==> src/rtl/fifo_pkg.sv <==
// Shared FSM encoding for the parametrised FIFO and its next-state logic.
package fifo_pkg;

  localparam int STATE_W = 3;

  typedef enum logic [STATE_W-1:0] {
    INIT   = 3'b000,
    WRITE  = 3'b001,
    WR_ERR = 3'b010,
    NO_OP  = 3'b011,
    READ   = 3'b100,
    RD_ERR = 3'b101,
    RD_WR  = 3'b110
  } state_t;

endpackage

==> src/rtl/fifo_ns_p.sv <==
// Next-state logic for fifo_param: a pure function of the request pair and
// the occupancy, except the unused encoding which always recovers to NO_OP.
import fifo_pkg::*;

module fifo_ns_p #(
  parameter int DEPTH = 8
) (
  input  logic                     wr_en,
  input  logic                     rd_en,
  input  logic [STATE_W-1:0]       state,
  input  logic [$clog2(DEPTH):0]   data_count,
  output state_t                   next_state
);

  localparam int CW = $clog2(DEPTH) + 1;

  logic isFull;
  logic isEmpty;

  assign isFull  = (data_count == CW'(DEPTH));
  assign isEmpty = (data_count == '0);

  always_comb begin
    next_state = NO_OP;
    if (!(&state)) begin
      case ({wr_en, rd_en})
        2'b00:   next_state = NO_OP;
        2'b10:   next_state = isFull  ? WR_ERR : WRITE;
        2'b01:   next_state = isEmpty ? RD_ERR : READ;
        // A simultaneous request on an empty FIFO degrades to a plain write.
        default: next_state = isEmpty ? WRITE  : RD_WR;
      endcase
    end
  end

endmodule

==> src/rtl/fifo_param.sv <==
// Parametrised single-clock FIFO with exported FSM state and registered
// handshake flags. Define FIFO_ALMOST_EN to build the almost_full/empty compares.
import fifo_pkg::*;

module fifo_param #(
  parameter int DATA_WIDTH = 8,
  parameter int DEPTH      = 8,
  parameter int AF_MARGIN  = 1,
  parameter int AE_MARGIN  = 1
) (
  input  logic                    clk,
  input  logic                    rst,
  input  logic                    wr_en,
  input  logic                    rd_en,
  input  logic [DATA_WIDTH-1:0]   din,
  output logic [DATA_WIDTH-1:0]   dout,
  output logic [$clog2(DEPTH):0]  data_count,
  output logic                    full,
  output logic                    empty,
  output logic                    wr_ack,
  output logic                    wr_err,
  output logic                    rd_ack,
  output logic                    rd_err,
  output logic                    almost_full,
  output logic                    almost_empty,
  output logic [STATE_W-1:0]      state
);

  localparam int AW = $clog2(DEPTH);
  localparam int CW = AW + 1;

  logic [DATA_WIDTH-1:0] mem [DEPTH];

  state_t                state_q, nextState;
  logic [AW-1:0]         wrPtr_q, wrPtr_d;
  logic [AW-1:0]         rdPtr_q, rdPtr_d;
  logic [CW-1:0]         count_q, count_d;
  logic [DATA_WIDTH-1:0] dout_q, dout_d;
  logic                  wrAck_q, wrAck_d;
  logic                  wrErr_q, wrErr_d;
  logic                  rdAck_q, rdAck_d;
  logic                  rdErr_q, rdErr_d;
  logic                  memWe;

  fifo_ns_p #(
    .DEPTH(DEPTH)
  ) u_ns (
    .wr_en     (wr_en),
    .rd_en     (rd_en),
    .state     (state_q),
    .data_count(count_q),
    .next_state(nextState)
  );

  // Datapath effects are keyed off the state being entered, so state,
  // pointers, count and flags all move together on one edge.
  always_comb begin
    wrPtr_d = wrPtr_q;
    rdPtr_d = rdPtr_q;
    count_d = count_q;
    dout_d  = dout_q;
    wrAck_d = 1'b0;
    wrErr_d = 1'b0;
    rdAck_d = 1'b0;
    rdErr_d = 1'b0;
    memWe   = 1'b0;
    case (nextState)
      WRITE: begin
        memWe   = 1'b1;
        wrPtr_d = wrPtr_q + AW'(1);
        count_d = count_q + CW'(1);
        wrAck_d = 1'b1;
        rdErr_d = rd_en;
      end
      WR_ERR: wrErr_d = 1'b1;
      READ: begin
        dout_d  = mem[rdPtr_q];
        rdPtr_d = rdPtr_q + AW'(1);
        count_d = count_q - CW'(1);
        rdAck_d = 1'b1;
      end
      RD_ERR: rdErr_d = 1'b1;
      RD_WR: begin
        memWe   = 1'b1;
        dout_d  = mem[rdPtr_q];
        wrPtr_d = wrPtr_q + AW'(1);
        rdPtr_d = rdPtr_q + AW'(1);
        wrAck_d = 1'b1;
        rdAck_d = 1'b1;
      end
      default: ;
    endcase
  end

  always_ff @(posedge clk or posedge rst) begin
    if (rst) begin
      state_q <= INIT;
      wrPtr_q <= '0;
      rdPtr_q <= '0;
      count_q <= '0;
      dout_q  <= '0;
      wrAck_q <= 1'b0;
      wrErr_q <= 1'b0;
      rdAck_q <= 1'b0;
      rdErr_q <= 1'b0;
    end else begin
      state_q <= nextState;
      wrPtr_q <= wrPtr_d;
      rdPtr_q <= rdPtr_d;
      count_q <= count_d;
      dout_q  <= dout_d;
      wrAck_q <= wrAck_d;
      wrErr_q <= wrErr_d;
      rdAck_q <= rdAck_d;
      rdErr_q <= rdErr_d;
    end
  end

  // Storage is deliberately left unreset; only the pointers define validity.
  always_ff @(posedge clk) begin
    if (memWe && !rst) begin
      mem[wrPtr_q] <= din;
    end
  end

  assign dout       = dout_q;
  assign data_count = count_q;
  assign full       = (count_q == CW'(DEPTH));
  assign empty      = (count_q == '0);
  assign wr_ack     = wrAck_q;
  assign wr_err     = wrErr_q;
  assign rd_ack     = rdAck_q;
  assign rd_err     = rdErr_q;
  assign state      = state_q;

`ifdef FIFO_ALMOST_EN
  localparam logic [CW-1:0] AF_LEVEL = CW'(DEPTH - AF_MARGIN);
  localparam logic [CW-1:0] AE_LEVEL = CW'(AE_MARGIN);

  assign almost_full  = !rst && (count_q >= AF_LEVEL);
  assign almost_empty = !rst && (count_q <= AE_LEVEL);
`else
  assign almost_full  = 1'b0;
  assign almost_empty = 1'b0;
`endif

endmodule

==> config.mk <==
export PLATFORM = sky130hd
export DESIGN_NAME = fifo_param
export DESIGN_NICKNAME = d
export VERILOG_FILES = /design/src/rtl/fifo_pkg.sv /design/src/rtl/fifo_ns_p.sv /design/src/rtl/fifo_param.sv
export SDC_FILE = /design/constraint.sdc
export NUM_CORES = 1
export LEC_CHECK = 0
export CAP_MARGIN = 20
export CORE_ASPECT_RATIO = 0.8
export CORE_UTILIZATION = 61
export DETAILED_ROUTE_END_ITERATION = 10
export PLACE_DENSITY_LB_ADDON = 0.2
export SLEW_MARGIN = 25
export SYNTH_ARGS = -nofsm -noshare
export SYNTH_HDL_FRONTEND = slang
export SYNTH_SLANG_ARGS = --single-unit
==> constraint.sdc <==
create_clock -name clk -period 5.94 [get_ports clk]
set_input_delay 1.188 -clock clk [delete_from_list [all_inputs] [get_ports clk]]
set_output_delay 1.188 -clock clk [all_outputs]
set_load 0.05 [all_outputs]
## After elaboration in Yosys (flattened, before gate mapping)

Memory sizes are Yosys's and may differ from the RTL's. A register that Yosys moved wholly into a read port is not among the register bits.
Cells that the tools add are included.

- Memories: 1
- Bits in writable memories: 64
- Output and inout bits: 23
- Word-level logic and storage cells: 41
- Input bits: 12
- Flip-flop bits (word level): 17

- Reductions and logical operators: 8
- Eq/ne operators: 8
- Add/subtract/negate cells: 4
- Muxes and demuxes: 12

Memories:

| memory | depth | bits a word | read ports | clocked after Yosys merged registers in | wr ports | line | RTL |
|---|---|---|---|---|---|---|---|
| mem | 8 | 8 | 1 | 1 | 1 | fifo_param.sv:32 | `logic [DATA_WIDTH-1:0] mem [DEPTH];` |

Operator list:

| cell | number |
|---|---|
| == test 3 bit, second input constant | 3 |
| one-hot mux 3 bit (3 select lines) | 1 |
| one-hot mux 4 bit (2 select lines) | 1 |
| adder 3 x 1 -> 3 bit, second input constant | 2 |
| 2-to-1 mux 1 bit | 6 |
| 2-to-1 mux 3 bit | 2 |
| adder 4 x 1 -> 4 bit, second input constant | 1 |
| == test 4 bit, second input constant | 1 |
| zero test 4 bit | 1 |
| OR reduction 2 bit | 2 |
| subtractor 4 x 1 -> 4 bit, second input constant | 1 |
| == test 3 x 1 -> 1 bit, second input constant | 1 |
| == test 3 x 2 -> 1 bit, second input constant | 1 |
| AND reduction 3 bit | 1 |
| == test 2 x 1 -> 1 bit, second input constant | 1 |
| == test 2 bit, second input constant | 1 |
| zero test 2 bit | 1 |
| 2-to-1 mux 2 bit | 1 |
| one-hot mux 1 bit (2 select lines) | 1 |
| nonzero test 2 bit | 1 |
| logical AND 1 bit | 1 |
| zero test 1 bit | 1 |

## Longest topological paths before layout

Gate-level depths: netlist of the first run.

- Depth in word-level cells: 10
- Depth in mapped cells: 9
- Mapped depth without buffers: 8

## Cells and area by module

Synthesis of the first run repeated with hierarchy kept, for this count alone.

- Cells, all modules: 242
- Area, all modules: 3,629.7 sq um

Modules (own cells, without submodules):

| module | times used | area each (sq um) | cells each | seq. area each (sq um) |
|---|---|---|---|---|
| fifo_param | 1 | 3,552.2 | 231 | 2,547.4 |
| fifo_ns_p | 1 | 77.6 | 11 | 0.0 |

## Worst setup path after synthesis of the first run

No wires, ideal clock.

- Path kind: in2reg
- From: input rd_en
- To: memory mem[2][0], enable pin
- Library setup time: 0.398 ns
- Setup slack: 2.841 ns
- Arrival: 2.701 ns
- Cell stages on the path: 5
- Data required time: 5.542 ns
- Cells stage by stage: nor2b_1 > a211o_1 > inv_2 > nand2b_1 > nor4b_1

- Longest elaborated chain between the ends: 9
- Elaborated cells between the ends (all ways): 12

RTL lines:

| item | line | RTL |
|---|---|---|
| from (decl) | fifo_param.sv:14 | `input logic rd_en,` |
| == test 2 x 1 -> 1 bit (tied with other cells) | fifo_ns_p.sv:26 | `case ({wr_en, rd_en})` |
| one-hot mux 3 bit (3 select lines) (*) | fifo_ns_p.sv:26 |  |
| 2-to-1 mux 3 bit (*) | fifo_ns_p.sv:25 | `if (!(&state)) begin` |
| == test 3 bit / == test 3 x 1 -> 1 bit (equally long branches) | fifo_param.sv:67 | `case (nextState)` |
| OR reduction 2 bit (no source line) (*) | - |  |
| 2-to-1 mux 1 bit (*) | fifo_param.sv:67 |  |
| via memWe | fifo_param.sv:43 | `logic memWe;` |
| logical AND 1 bit (*) | fifo_param.sv:121 | `if (memWe && !rst) begin` |
| 2-to-1 mux 1 bit (*) | fifo_param.sv:121 |  |
| 2-to-1 mux 1 bit (not written as such) (*) | fifo_param.sv:122 | `mem[wrPtr_q] <= din;` |
| to (decl) | fifo_param.sv:32 |  |

The timed path passes the listed nets; every way through them passes the cells marked *.

## Final worst setup path of the first run

- From: register count_q[2], in the netlist data_count[2]
- To: output full

- Longest elaborated chain between the ends: 1

RTL lines:

| item | line | RTL |
|---|---|---|
| from (decl) | fifo_param.sv:37 | `logic [CW-1:0] count_q, count_d;` |
| from (signal assigned) | fifo_param.sv:110 | `count_q <= count_d;` |
| == test 4 bit | fifo_param.sv:128 | `assign full = (count_q == CW'(DEPTH));` |
| to (decl) | fifo_param.sv:18 | `output logic full,` |

Every way passes these cells.

==> results of run 1 <==
## critical path: cells and delay by family (launching register included)
family / cells / cell delay [ps]
DFF: 1 / 430
buffers and inverters: 1 / 790
and+or+nand+nor: 2 / 890
## cell type report
cell class	count	area share
inverter	8	0.007122
clock buffer	9	0.02938
sequential	89	0.6042
tap	78	0.02315
multi-input combinational	108	0.2365
clock inverter	7	0.01662
timing repair buffer	36	0.08309
## kinds of logic after synthesis
family | after synthesis | synth area share
flip-flops | 89 | 0.7021
multiplexers | 27 | 0.1314
XOR/XNOR | 5 | 0.01207
other | 1 | 0.001033
buffers and inverters | 20 | 0.02759
AO/OA/AOI/OAI | 22 | 0.04242
AND/OR/NAND/NOR | 47 | 0.06414
adder cells (fa/ha/maj) | 5 | 0.01931
## how the worst min path moves through the flow
| stage | startpoint | to | slack, ps | cells past startpoint |
|---|---|---|---|---|
| 2_1_floorplan | wrPtr_q[0] | wrPtr_q[0] | 490 | 2 |
| 3_3_place_gp | dout[7] | dout[7] | 460 | 2 |
| 3_5_place_dp | dout[4] | dout[4] | 470 | 2 |
| 4_1_cts | dout[3] | dout[3] | 490 | 2 |
| 5_1_grt | dout[7] | dout[7] | 510 | 2 |
| 6_report | dout[7] | dout[7] | 490 | 2 |
## through the flow
step	setup slack (ps)	std cells
6_report	2292	335
5_1_grt	2126	335
4_1_cts	2305	335
3_5_place_dp	2100	319
3_3_place_gp	2191	319
2_1_floorplan	2841	217
## power by group through the flow
stage	clock network, µW	registers, µW	logic [µW]
floorplan	0	1010	434
global placement	0	889	753
detailed placement	0	896	770
CTS	409	882	773
global route	436	895	820
finish	398	881	765
## synthesized netlist by cell type (2+ instances only)
master     n
dfrtp_1   25
ha_1       4
nand3_1    5
a21oi_1    3
and3_1     2
nor4b_1    2
mux4_2    16
nor2_1     8
buf_4      6
inv_1      7
xnor2_1    5
nand2_1   19
edfxtp_1  64
mux2i_1    9
nor4_1     3
buf_1      2
buf_2      2
clkbuf_1   2
o21ai_0   10
## sequential cells by signal (all words and copies together) (netlist names)
name and cells:
rd_ack 1, wrPtr_q 3, data_count 4, wr_ack 1, dout 8, rdPtr_q 3, mem 64, rd_err 1
wr_err 1, state 3
## per-layer routing
layer | vias to the layer above | routed length (µm)
met2 | 56 | 3046
met1 | 975 | 2735
met3 | 10 | 346
met5 | - | 0
li1 | 890 | -
met4 | 0 | 70
==> summary.md, run 1 <==
| Metric | Value |
|---|---|
| Run status | `complete, no violations` |
| GPL Wtd Cong | `0.8131` |
| Total wire length | `just over 6 mm` |
| Worst-path cell chain | `nor3_1, and2_1, clkdlybuf4s50_1` |
| CTS clk-pin slew, worst paths | `90 ps` |
| Total gr overflow | `0` |
| CTS Sinks | `89` |
| Clk pwr share | `0.195` |
| Cts hold-fix bufs | `0` |
| Register share of total power | `0.431` |
| Ant diodes | `0` |
| TNS Setup | `0 ps` |
| DIE AREA | `6263 µm²` |
| Crit path kind | `reg2out` |
| Top cells by area, synth | `edfxtp_1 (53%), dfrtp_1 (17%), mux4_2 (9.9%), mux2i_1 (2.5%), nand2_1 (2.0%)` |
| Endpoints failing hold | `0` |
| Crit-path slowest cell | `clkdlybuf4s50_1` |
| Most frequent cells in the layout | `edfxtp_1 (64), clkdlybuf4s50_1 (32), dfrtp_1 (25)` |
| Post-synth EDFFs | `64` |
| GRT met1 Usage | `0.3189` |
| Slew Limit Headroom | `0.3517` |
| Int Pwr | `1297 µW` |
| Chip width | `88.23 µm` |
| Residual DRC | `0` |
| Post-DRT Antenna Nets | `0` |
| Finished Core Util | `0.7549` |
| Synth Warn # | `0` |
| H-tree levels | `3` |
| Most common cell after layout, fill and taps aside | `edfxtp_1` |
| Post-CTS sizing | `0` |
| Row count | `24` |
| Largest net degree at the start of global routing | `27` |
| Post-CTS setup buffers | `0` |
| Asr flop ratio synth | `0.2809` |
| CTS tree | `yes` |
| Yosys top cell by area | `edfxtp_1` |
| Startpoint types | `flop` |
| Post-DR vias/cell | `5.764` |
| Worst r2r src | `data_count[3]` |
| Top cell type's share of synthesized area | `0.5297` |
| Dominant synthesized flop cell | `edfxtp_1` |
| Fmax | `274.1 MHz` |
| Sw frac | `0.3656` |
| Final Skew | `~7.7 ps` |
| FF/Latch Area | `2547 µm²` |
| Mean Syn Cell Area | `roughly 17 µm²` |
| Power per cell area | `484.7 nW/µm²` |
| Initial Utilization | `0.6496` |
| DP Area | `4023 µm²` |
| Minimum clock period | `3648 ps` |
| Highest cell delay on the worst timing path | `around 800 ps` |
| WHS | `~490 ps` |
| WL/cell | `approximately 19 µm` |
| Layout cells sized above 1 | `0.1673` |
| Routed via count | `1931` |
| Register-to-Register Path Depth | `8` |
| Vias in the first global route | `~1900` |
| Logic pwr share | `0.374` |
| CTS Buf Count | `9` |
| Global-route wire length before repair | `9.998 mm` |
| Static leakage | `approximately 0.0015 µW` |
| CTS Buffer Depth | `2` |
| Net Switching | `747.3 µW` |
| Initial antenna violation count | `0` |
| Power Total | `2044 µW` |
| Setup crit start | `data_count[2]` |
| Die H | `70.98 µm` |
| Max-cap violation count | `0` |
| CTS root buf | `clkbuf_8` |
| Area of the multi-input gates | `997.2 µm²` |
| Measured slew at the worst slew-check pin | `969.9 ps` |
| CP arrival | `2460 ps` |
| I/O Pins | `35` |
| Port Buffers | `32` |
| Core ar. | `5585 µm²` |
| Final Instance Area | `between 4000 and 5000 µm²` |
| R2R Setup Slk | `3180 ps` |
| Drt initial violations | `100` |
| Register bit total from synthesis | `89` |
| RSZ-0062 raised after global routing | `no` |
| Maximum vdd drop | `0.2383 mV` |
| Worst R2R End | `data_count[3]` |
| Area growth syn-to-layout | `16.21%` |
| Critical path peak fanout | `7` |
| GRT busiest layer | `met2` |
| # fillers | `339` |
| Worst setup endpoint | `full` |
| Fin crit share | `0.6141` |
| M3 GR Usage | `0.09102` |
| Fin. max-slew vios | `0` |
| Routing usage on met2 | `0.3632` |
| HP Class | `reg2reg` |
| Clock latency on the worst-skew pair | `around 350 ps` |
| Synth Cell Area | `3628 µm²` |
| Sequential area share after synthesis | `0.7021` |
| Number of nets in the final layout | `269` |
| Dpl hpwl | `4.255 mm` |
| Post-Syn Instances | `216` |
| CP required | `4750 ps` |
| All-Layer GR Usage | `0.2332` |
| # setup viols final | `0` |
| Yosys cell types | `41` |
| Drt first pass iters | `4` |
| Critical Path Sink Type | `output pin` |
Note: power is estimated with default switching activity, not from simulation.
==> run 2: changes to the inputs <==
--- a/config.mk
+++ b/config.mk
@@ -7,7 +7,7 @@
 export LEC_CHECK = 0
 export CAP_MARGIN = 20
 export CORE_ASPECT_RATIO = 0.8
-export CORE_UTILIZATION = 61
+export CORE_UTILIZATION = 56
 export DETAILED_ROUTE_END_ITERATION = 10
 export PLACE_DENSITY_LB_ADDON = 0.2
 export SLEW_MARGIN = 25
==> constraint.sdc (replaced) <==
create_clock -name clk -period 3.4 [get_ports clk]
set_input_delay 0.68 -clock clk [delete_from_list [all_inputs] [get_ports clk]]
set_output_delay 0.68 -clock clk [all_outputs]
set_load 0.05 [all_outputs]
==> run 2 against run 1 <==
Effect of this change: worst setup slack lost 1900 ps; count of clock-buffer cells in the layout grew 1; design area grew 3.0%.
==> summary.md, run 2 (synthesized netlist as in run 1, its figures left out) <==
| Metric | Value |
|---|---|
| Run status | `complete, no violations (unchanged)` |
| Max layer used | `met4 (unchanged)` |
| Most flops, register | `mem (unchanged)` |
| Startpoint types | `flop (unchanged)` |
| Slew Limit Headroom | `0.4539 (was 0.3517)` |
| TNS Setup | `0 ps (unchanged)` |
| Crit path kind | `reg2out (unchanged)` |
| CP required | `2720 ps (was 4750 ps)` |
| Residual DRC | `0 (unchanged)` |
| Area growth syn-to-layout | `19.66% (was 16.21%)` |
| CTS Sinks | `89 (unchanged)` |
| Critical Path Sink Type | `output pin (unchanged)` |
| Global-route wire length before repair | `10.51 mm (was 9.998 mm)` |
| Fin crit share | `0.8808` |
| WHS | `486.8 ps (was 485.7 ps)` |
| Fmax | `roughly 330 MHz` |
| Initial Utilization | `0.5979 (was 0.6496)` |
| Minimum clock period | `2995 ps` |
| Cts hold-fix bufs | `0 (unchanged)` |
| CTS Buf Count | `9 (unchanged)` |
| Post-CTS setup buffers | `0 (unchanged)` |
| Drt initial violations | `135 (was 100)` |
| CTS Buffer Depth | `2 (unchanged)` |
| Total wire length | `6.559 mm (was 6.198 mm)` |
| Max FFs per register | `64 (unchanged)` |
| GPL Wtd Cong | `0.8213 (was 0.8131)` |
| Post-DR vias/cell | `5.663 (was 5.764)` |
| Dpl hpwl | `4.257 mm (was 4.255 mm)` |
| M1 wire length | `3.131 mm (was 2.735 mm)` |
| WL/cell | `18.74 µm (was 18.50 µm)` |
| Layout cells sized above 1 | `0.2082 (was 0.1673)` |
| Max-cap violation count | `0 (unchanged)` |
| Routed via count | `1982 (was 1931)` |
| Net Switching | `1348 µW (was 747.3 µW)` |
| Area of the multi-input gates | `997.2 µm² (unchanged)` |
| Port Buffers | `32 (unchanged)` |
| Total gr overflow | `0 (unchanged)` |
| CTS tree | `yes (unchanged)` |
| Static leakage | `0.001615 µW (was 0.001529 µW)` |
| Register-to-Register Path Depth | `8 (unchanged)` |
| Measured slew at the worst slew-check pin | `819.1 ps (was 969.9 ps)` |
| Met3 wire len | `274 µm (was 346 µm)` |
| Sw frac | `0.3622 (was 0.3656)` |
| Post-CTS sizing | `0 (unchanged)` |
| Row count | `25 (was 24)` |
| Clock latency on the worst-skew pair | `360 ps (was 350 ps)` |
| DR WL met2 | `3.073 mm (was 3.046 mm)` |
| RSZ-0062 raised after global routing | `no (unchanged)` |
| Most frequent cells in the layout | `edfxtp_1 (64), clkdlybuf4s50_1 (32), dfrtp_1 (25) (unchanged)` |
| Die H | `74.00 µm (was 70.98 µm)` |
| Most common cell after layout, fill and taps aside | `edfxtp_1 (unchanged)` |
| Power Total | `3723 µW (was 2044 µW)` |
| I/O Pins | `35 (unchanged)` |
| FF/Latch Area | `2547 µm² (unchanged)` |
| CTS clk-pin slew, worst paths | `90 ps (about the same)` |
| All-Layer GR Usage | `0.2211 (was 0.2332)` |
| Critical path peak fanout | `8 (was 7)` |
| Register share of total power | `0.413 (was 0.431)` |
| Core ar. | `6068 µm² (was 5585 µm²)` |
| WHS Path Cells | `2 (unchanged)` |
| Int Pwr | `2375 µW (was 1297 µW)` |
| Fin. max-slew vios | `0 (unchanged)` |
| HP Class | `reg2reg (unchanged)` |
| Finished Core Util | `0.7155 (was 0.7549)` |
| CP arrival | `2310 ps (was 2460 ps)` |
| Largest net degree at the start of global routing | `26 (was 27)` |
| H-tree levels | `3 (unchanged)` |
| Final Skew | `8.307 ps (was 7.668 ps)` |
| Power per cell area | `857.5 nW/µm² (was 484.7 nW/µm²)` |
| DIE AREA | `6807 µm² (was 6263 µm²)` |
| # setup viols final | `0 (unchanged)` |
| Clk pwr share | `0.219 (was 0.195)` |
| Endpoints failing hold | `0 (unchanged)` |
| Cells after DPL | `334 (was 319)` |
| Vias in the first global route | `1971 (was 1945)` |
| Logic pwr share | `0.368 (was 0.374)` |
| Initial antenna violation count | `0 (unchanged)` |
| CTS root buf | `clkbuf_8 (unchanged)` |
| Final Non-Filler Cells | `350 (was 335)` |
| Maximum vdd drop | `0.4281 mV (was 0.2383 mV)` |
| Drt first pass iters | `4 (unchanged)` |
| Ant diodes | `0 (unchanged)` |
| Number of nets in the final layout | `281 (was 269)` |
| Chip width | `92.00 µm (was 88.23 µm)` |
| Post-DRT Antenna Nets | `0 (unchanged)` |
| # fillers | `402 (was 339)` |
## run 2: changes by cell type in the layout (fill, tap and decap cells not counted)
cell / delta
buf_4: +12
bufinv_16: +1
clkbuf_1: +1
clkinv_1: -2
clkinvlp_4: -2
inv_6: +1
inv_8: +1
## run 2: path summary, 6_finish.rpt
kind	startpoint	endpoint	slack, ps
min in group asynchronous	rst	wrPtr_q[2]	890
worst min-delay path	dout[4]	dout[4]	490
worst max register to register	data_count[3]	data_count[3]	990
max in group asynchronous	rst	wr_err	2240
worst min register to register	dout[4]	dout[4]	490
worst max-delay path	data_count[3]	empty	410
## run 2: cell type report
class                   instances  area share
flip-flops and latches         89      0.5867
multi-input cells             108      0.2297
repair buffers                 48      0.1014
clock buffers                  10     0.02939
well taps                      81     0.02334
clock inverters                 6     0.02248
inverters                       8    0.006916
## run 2: stage by stage
stage	setup WS, ps	area [µm²]
floorplan	634.0	3632
global placement	617.8	4116
detailed placement	544.5	4116
CTS	385.1	4342
global route	320.0	4342
finish	405.4	4342
## run 2: critical path: stages (launching register included)
cell,delay [ps]
dfrtp_1,460
or4_4,590
inv_1,100
clkdlybuf4s50_1,800
## run 2: layer usage
layer,vias up,track usage
li1,911,-
met1,1004,0.3046
met4,0,0.05729
met3,12,0.07464
met5,-,0
met2,55,0.3483
## run 2: power groups by stage
stage               clock network, µW  logic, µW  registers [µW]
global placement                    0       1350            1560
CTS                               822       1390            1540
detailed placement                  0       1370            1560
floorplan                           0        759            1770
finish                            814       1370            1540
global route                      863       1480            1570
